**src/rtl/fnd_scan_ctrl.sv**
```systemverilog
// Multiplexed 4-digit seven-segment scan controller: rotates the active common,
// inserts dark guard cycles after every select change, and pages between two banks for blinking.
module fnd_scan_ctrl #(
  parameter int unsigned SCAN_DIV  = 100_000,
  parameter int unsigned GUARD     = 2_000,
  parameter int unsigned BLINK_DIV = 500
) (
  input  logic       clk_i,
  input  logic       rst_i,
  input  logic       en_i,
  input  logic       blink_en_i,
  input  logic [3:0] blank_mask_i,
  output logic [2:0] sel_o,
  output logic [3:0] fnd_com_o,
  output logic       scan_tick_o,
  output logic       blink_phase_o
);

  localparam int unsigned PW = (SCAN_DIV > 1) ? $clog2(SCAN_DIV) : 1;
  localparam int unsigned GW = (GUARD > 1) ? $clog2(GUARD) : 1;
  localparam int unsigned BW = (BLINK_DIV > 1) ? $clog2(BLINK_DIV) : 1;

  localparam logic [PW-1:0] PrescLast = PW'(SCAN_DIV - 1);
  localparam logic [GW-1:0] GuardLast = GW'(GUARD - 1);
  localparam logic [BW-1:0] BlinkLast = BW'(BLINK_DIV - 1);

  typedef enum logic [1:0] {
    StIdle,
    StGuard,
    StDrive
  } state_e;

  state_e        state_q, state_d;
  logic [PW-1:0] presc_q, presc_d;
  logic [GW-1:0] guard_q, guard_d;
  logic [BW-1:0] blink_cnt_q, blink_cnt_d;
  logic [1:0]    digit_q, digit_d;
  logic          blink_phase_q, blink_phase_d;
  logic [3:0]    fnd_com_q, fnd_com_d;
  logic          scan_tick_q, scan_tick_d;

  logic          wrap;
  logic          blink_drop;
  logic [3:0]    drive_pat;

  // en has priority over the wrap, so a falling en in the last prescaler cycle cancels the advance.
  assign wrap = en_i && (state_q != StIdle) && (presc_q == PrescLast);

  // Clearing the blink page moves sel[2]; it is handled like a digit change so a lit digit never
  // sees its select move underneath it.
  assign blink_drop = !blink_en_i && blink_phase_q;

  always_comb begin
    drive_pat = 4'b1111;
    if (!blank_mask_i[digit_q]) begin
      drive_pat = ~(4'b0001 << digit_q);
    end
  end

  always_comb begin
    state_d       = state_q;
    presc_d       = presc_q;
    guard_d       = guard_q;
    digit_d       = digit_q;
    blink_cnt_d   = blink_cnt_q;
    blink_phase_d = blink_phase_q;
    fnd_com_d     = 4'b1111;
    scan_tick_d   = 1'b0;

    if (!en_i) begin
      state_d = StIdle;
      presc_d = '0;
      guard_d = '0;
    end else begin
      unique case (state_q)
        StIdle: begin
          state_d = StGuard;
          presc_d = '0;
          guard_d = '0;
        end
        StGuard, StDrive: begin
          presc_d = wrap ? '0 : presc_q + PW'(1);
          if (wrap) begin
            digit_d     = digit_q + 2'd1;
            scan_tick_d = 1'b1;
            state_d     = StGuard;
            guard_d     = '0;
          end else if (blink_drop) begin
            state_d = StGuard;
            guard_d = '0;
          end else if (state_q == StGuard) begin
            if (guard_q == GuardLast) begin
              state_d   = StDrive;
              guard_d   = '0;
              fnd_com_d = drive_pat;
            end else begin
              guard_d = guard_q + GW'(1);
            end
          end else begin
            fnd_com_d = drive_pat;
          end
        end
        default: begin
          state_d = StIdle;
          presc_d = '0;
          guard_d = '0;
        end
      endcase
    end

    if (!blink_en_i) begin
      blink_cnt_d   = '0;
      blink_phase_d = 1'b0;
    end else if (wrap) begin
      if (blink_cnt_q == BlinkLast) begin
        blink_cnt_d   = '0;
        blink_phase_d = !blink_phase_q;
      end else begin
        blink_cnt_d = blink_cnt_q + BW'(1);
      end
    end
  end

  always_ff @(posedge clk_i) begin
    if (rst_i) begin
      state_q       <= StIdle;
      presc_q       <= '0;
      guard_q       <= '0;
      digit_q       <= '0;
      blink_cnt_q   <= '0;
      blink_phase_q <= 1'b0;
      fnd_com_q     <= 4'b1111;
      scan_tick_q   <= 1'b0;
    end else begin
      state_q       <= state_d;
      presc_q       <= presc_d;
      guard_q       <= guard_d;
      digit_q       <= digit_d;
      blink_cnt_q   <= blink_cnt_d;
      blink_phase_q <= blink_phase_d;
      fnd_com_q     <= fnd_com_d;
      scan_tick_q   <= scan_tick_d;
    end
  end

  assign sel_o         = {blink_phase_q, digit_q};
  assign fnd_com_o     = fnd_com_q;
  assign scan_tick_o   = scan_tick_q;
  assign blink_phase_o = blink_phase_q;

  // Ghost-free invariants: at most one common active, and select moves only while dark.
  a_com_onehot0 : assert property (@(posedge clk_i) disable iff (rst_i)
    $onehot0(~fnd_com_q));
  a_sel_dark : assert property (@(posedge clk_i) disable iff (rst_i)
    (sel_o != $past(sel_o)) |-> (fnd_com_q == 4'b1111));

endmodule

```
**config.mk**
```make
export PLATFORM = sky130hd
export DESIGN_NAME = fnd_scan_ctrl
export DESIGN_NICKNAME = d
export VERILOG_FILES = /design/src/rtl/fnd_scan_ctrl.sv
export SDC_FILE = /design/constraint.sdc
export NUM_CORES = 1
export LEC_CHECK = 0
export ABC_AREA = 1
export BUFFER_PORTS_ARGS = -buffer_cell sky130_fd_sc_hd__buf_2
export CORE_MARGIN = 2
export CORE_UTILIZATION = 58
export CTS_BUF_LIST = sky130_fd_sc_hd__clkbuf_4 sky130_fd_sc_hd__clkbuf_8 sky130_fd_sc_hd__clkbuf_16
export DETAILED_ROUTE_END_ITERATION = 7
export HOLD_SLACK_MARGIN = 0.08
export PLACE_DENSITY = 0.86
export SYNTH_ARGS = -nofsm -noshare
export SYNTH_HDL_FRONTEND = slang
export SYNTH_SLANG_ARGS = --single-unit
```
**constraint.sdc**
```tcl
create_clock -name clk_i -period 2.9 [get_ports clk_i]
set_clock_uncertainty 0.1 [all_clocks]
set_input_delay 0 -clock clk_i [delete_from_list [all_inputs] [get_ports clk_i]]
set_output_delay 0 -clock clk_i [all_outputs]
set_load 0.01 [all_outputs]
```
==> results.txt <==
Yosys cell types - 34
top cells by count, synth - nand2_1 (87), dfxtp_1 (47), nor2_1 (47)
vias in the first global route - 2,496
Detailed Route WL - 5880 um
P_leak - 0.00112 uW
CTS resizes - 0
die height - 72.7 um
most used flip-flop cell after synthesis - dfxtp_1
HP Class - flip-flop to flip-flop
drt drc - 0
Seq cells post-synth - 47
routed len/inst - 12.4 um
crit path DAT - 2.05 ns
Cells after Synth - 393
worst-path maximum fanout - 7
Detailed Place HPWL - 4340 um
Synth Area per Inst - 6.96 um^2
Setup Fix Bufs, Post-CTS - 0
die width - 72.7 um
R2R Setup Slk - 0.94 ns
Yosys Warn Count - 0
worst-case clock buffer depth - 2
Worst EP required - 2.99 ns
RR Startpoint - digit_q[0]
Slowest-stage cell, CP - dlygate4sd3_1
Setup CP Type - flip-flop to flip-flop
final net count - 438
unrepaired setup endpoints after global routing - no
Clock power frac - 43.4%
Worst path max stage delay - 0.57 ns
Rows - 24
DR vias/cell - 5.38
antenna violations before repair - 0
IO Pins - 17
Internal - 1020 uW
antenna viol nets, final - 0
top cell type's share of synthesized area - 34.4%
first-pass GRT wire length - 10,600 um
Post-synth EDFFs - 0
max-cap violation count - 0
switching part of the total - 22.0%
post-layout util - 68.6%
Port Buffer Count - 16
die area - 0.00528 mm^2
Initial DRC Count - 174
FILL cells - 380
# clock sinks - 47
leading area contributor after synthesis - dfxtp_1
fmax - 510 MHz
Final Setup Violations - 0
htree depth - 2
worst slew pin tran - 0.487 ns
ant diodes - 0
Max Slew Vio Count - 0
synthesis-to-finish area growth - 11.4%
Inst Count DP - 459
post-route clock period utilization - 67.6%
root buf cell - clkbuf_8
switching power - 288 uW
Logic pwr share - 6.8%
Worst R2R Path Depth - 6
clock latency at the later pin of the worst-skew pair - 0.30 ns
synthesized area - 0.00274 mm^2
asr flop ratio synth - 0%
maximum vdd drop - 316 uV
startpoint types - flip-flop
WHS Endpoint - presc_q[0]
final hold vios - 0
Post-Layout Cell Count - 472
gr usage total - 25.2%
setup TNS - 0 ns
Final min period - 1.96 ns
status - completed
worst setup margin - 0.941 ns
top post-synthesis cells by area - dfxtp_1 (34%), nand2_1 (12%), nor2_1 (6.5%), nand3_1 (6.4%), inv_1 (6.3%)
Worst-path clk slew - 0.09 ns
vias - 2,538
core area - 0.00444 mm^2
RD Place Congestion - 0.912
Mapped Nets - 412
worst-path cell chain - inv_1, o21ai_0, o22ai_1, dlygate4sd3_1, nor2_2, nand3_1
sequential power share - 49.8%
Pre-antenna DRT Iters - 4
count leader, synth - nand2_1
worst slack, placed - 0.959 ns
hold path cells - 1
gr ovfl total - 0
Worst Setup End Kind - flip-flop
Slew HR - 67.4%
power per cell area - 430 mW/mm^2
Critical R2R Capture - fnd_com_o[2]
Num CTS Buffers - 5
Initial Util - 61.5%
CTS tree - done
pin count of the biggest net entering global routing - 19
share of layout cells above drive strength 1 - 17.9%
register area share after synthesis - 34.4%
min-delay src - presc_q[0]
[flip-flops by register name, summed over array words and instances (netlist names)]
name and count:
blink_cnt_q 9, state_q 2, fnd_com_o 4, digit_q 2, presc_q 17, scan_tick_o 1, guard_q 11, blink_phase_o 1
[how the worst max path moves through the flow]
stage / start / to / slack (ns) / cells after the start
finish: digit_q[0] / fnd_com_o[2] / 0.94 / 6
global route: state_q[0] / guard_q[7] / 0.80 / 8
floorplan: state_q[0] / guard_q[7] / 1.25 / 8
global placement: state_q[0] / guard_q[10] / 1.09 / 8
CTS: state_q[1] / guard_q[7] / 0.94 / 8
detailed placement: state_q[0] / guard_q[7] / 0.96 / 8
[timing repair]
action	in CTS	in global routing
setup endpoints to repair	0	0
hold buffers	5	0
hold endpoints to repair	16	0
[worst max-delay path: cells and delay by family, from the launching register on]
kind	cells	cell delay (ns)
buffers and inverters	2	0.74
DFF	1	0.47
and+or+nand+nor	2	0.28
AOI/OAI and AO/OA	2	0.26
[cell families (layout without fill, tap and decap cells)]
family                   after synthesis  in the layout  share of synthesized area, %
flip-flops                            47             47                          34.4
buffers and inverters                 62             89                          9.10
XOR/XNOR                               6              6                          1.92
adder cells (fa/ha/maj)               11             11                          5.03
AND/OR/NAND/NOR                      228            228                          40.8
AO/OA/AOI/OAI                         39             39                          8.74
[area by class of cell]
type / count / area [um^2] / area share, %
clock buffers: 5 / 68.8 / 2.26
flip-flops and latches: 47 / 941 / 30.9
inverters: 60 / 230 / 7.55
clock inverters: 3 / 67.6 / 2.22
well taps: 52 / 65.1 / 2.13
multi-input cells: 284 / 1550 / 50.7
repair buffers: 21 / 130 / 4.27
[layer usage]
metal,GRT usage [%],part of all wire [%],routed length (um),vias up
met5,0,0,0,-
met4,9.26,1.4,85,0
met3,5.25,4.1,239,9
met2,41.9,47,2780,64
met1,32.1,47,2770,1150
li1,-,-,-,1315
[placed cells by master, fill, tap and decap left out, types with 2 or more instances in the layout]
| cell type | Yosys | final |
|---|---|---|
| nor2_4 | 2 | 2 |
| ha_1 | 11 | 11 |
| clkinv_1 | 2 | 2 |
| nand2_2 | 7 | 7 |
| nand4_1 | 15 | 15 |
| nor3_1 | 10 | 10 |
| o21a_1 | 2 | 2 |
| nor2_1 | 47 | 47 |
| nand2_1 | 87 | 87 |
| dlygate4sd3_1 | 0 | 5 |
| o21ai_0 | 8 | 8 |
| nor3_2 | 4 | 4 |
| dfxtp_1 | 47 | 47 |
| nor3b_1 | 2 | 2 |
| clkbuf_8 | 0 | 5 |
| a21oi_1 | 15 | 15 |
| buf_2 | 0 | 16 |
| or2_2 | 3 | 3 |
| bufinv_16 | 0 | 2 |
| nand3_1 | 35 | 35 |
| a21oi_2 | 9 | 9 |
| o21ai_1 | 2 | 2 |
| xor2_1 | 6 | 6 |
| inv_2 | 11 | 11 |
| o22ai_1 | 2 | 2 |
| inv_1 | 46 | 46 |
| nor2_2 | 9 | 9 |
[power by group through the flow]
stage                     logic [uW]  clock network (uW)  registers (uW)
after floorplan                 62.4                   0             667
after global placement          80.7                   0             667
after detailed placement        83.1                   0             668
after CTS                       88.5                 582             653
after global routing             101                 610             654
final                           89.2                 568             653
[metrics by stage]
stage	power [uW]	hold WS, ns	cell area, um^2
after floorplan	730	-0.0314	2740
after global placement	748	0.140	2860
after detailed placement	751	0.141	2860
after CTS	1320	0.352	3050
after global routing	1360	0.389	3050
final	1310	0.362	3050
Power figures use the tool's default switching activity.
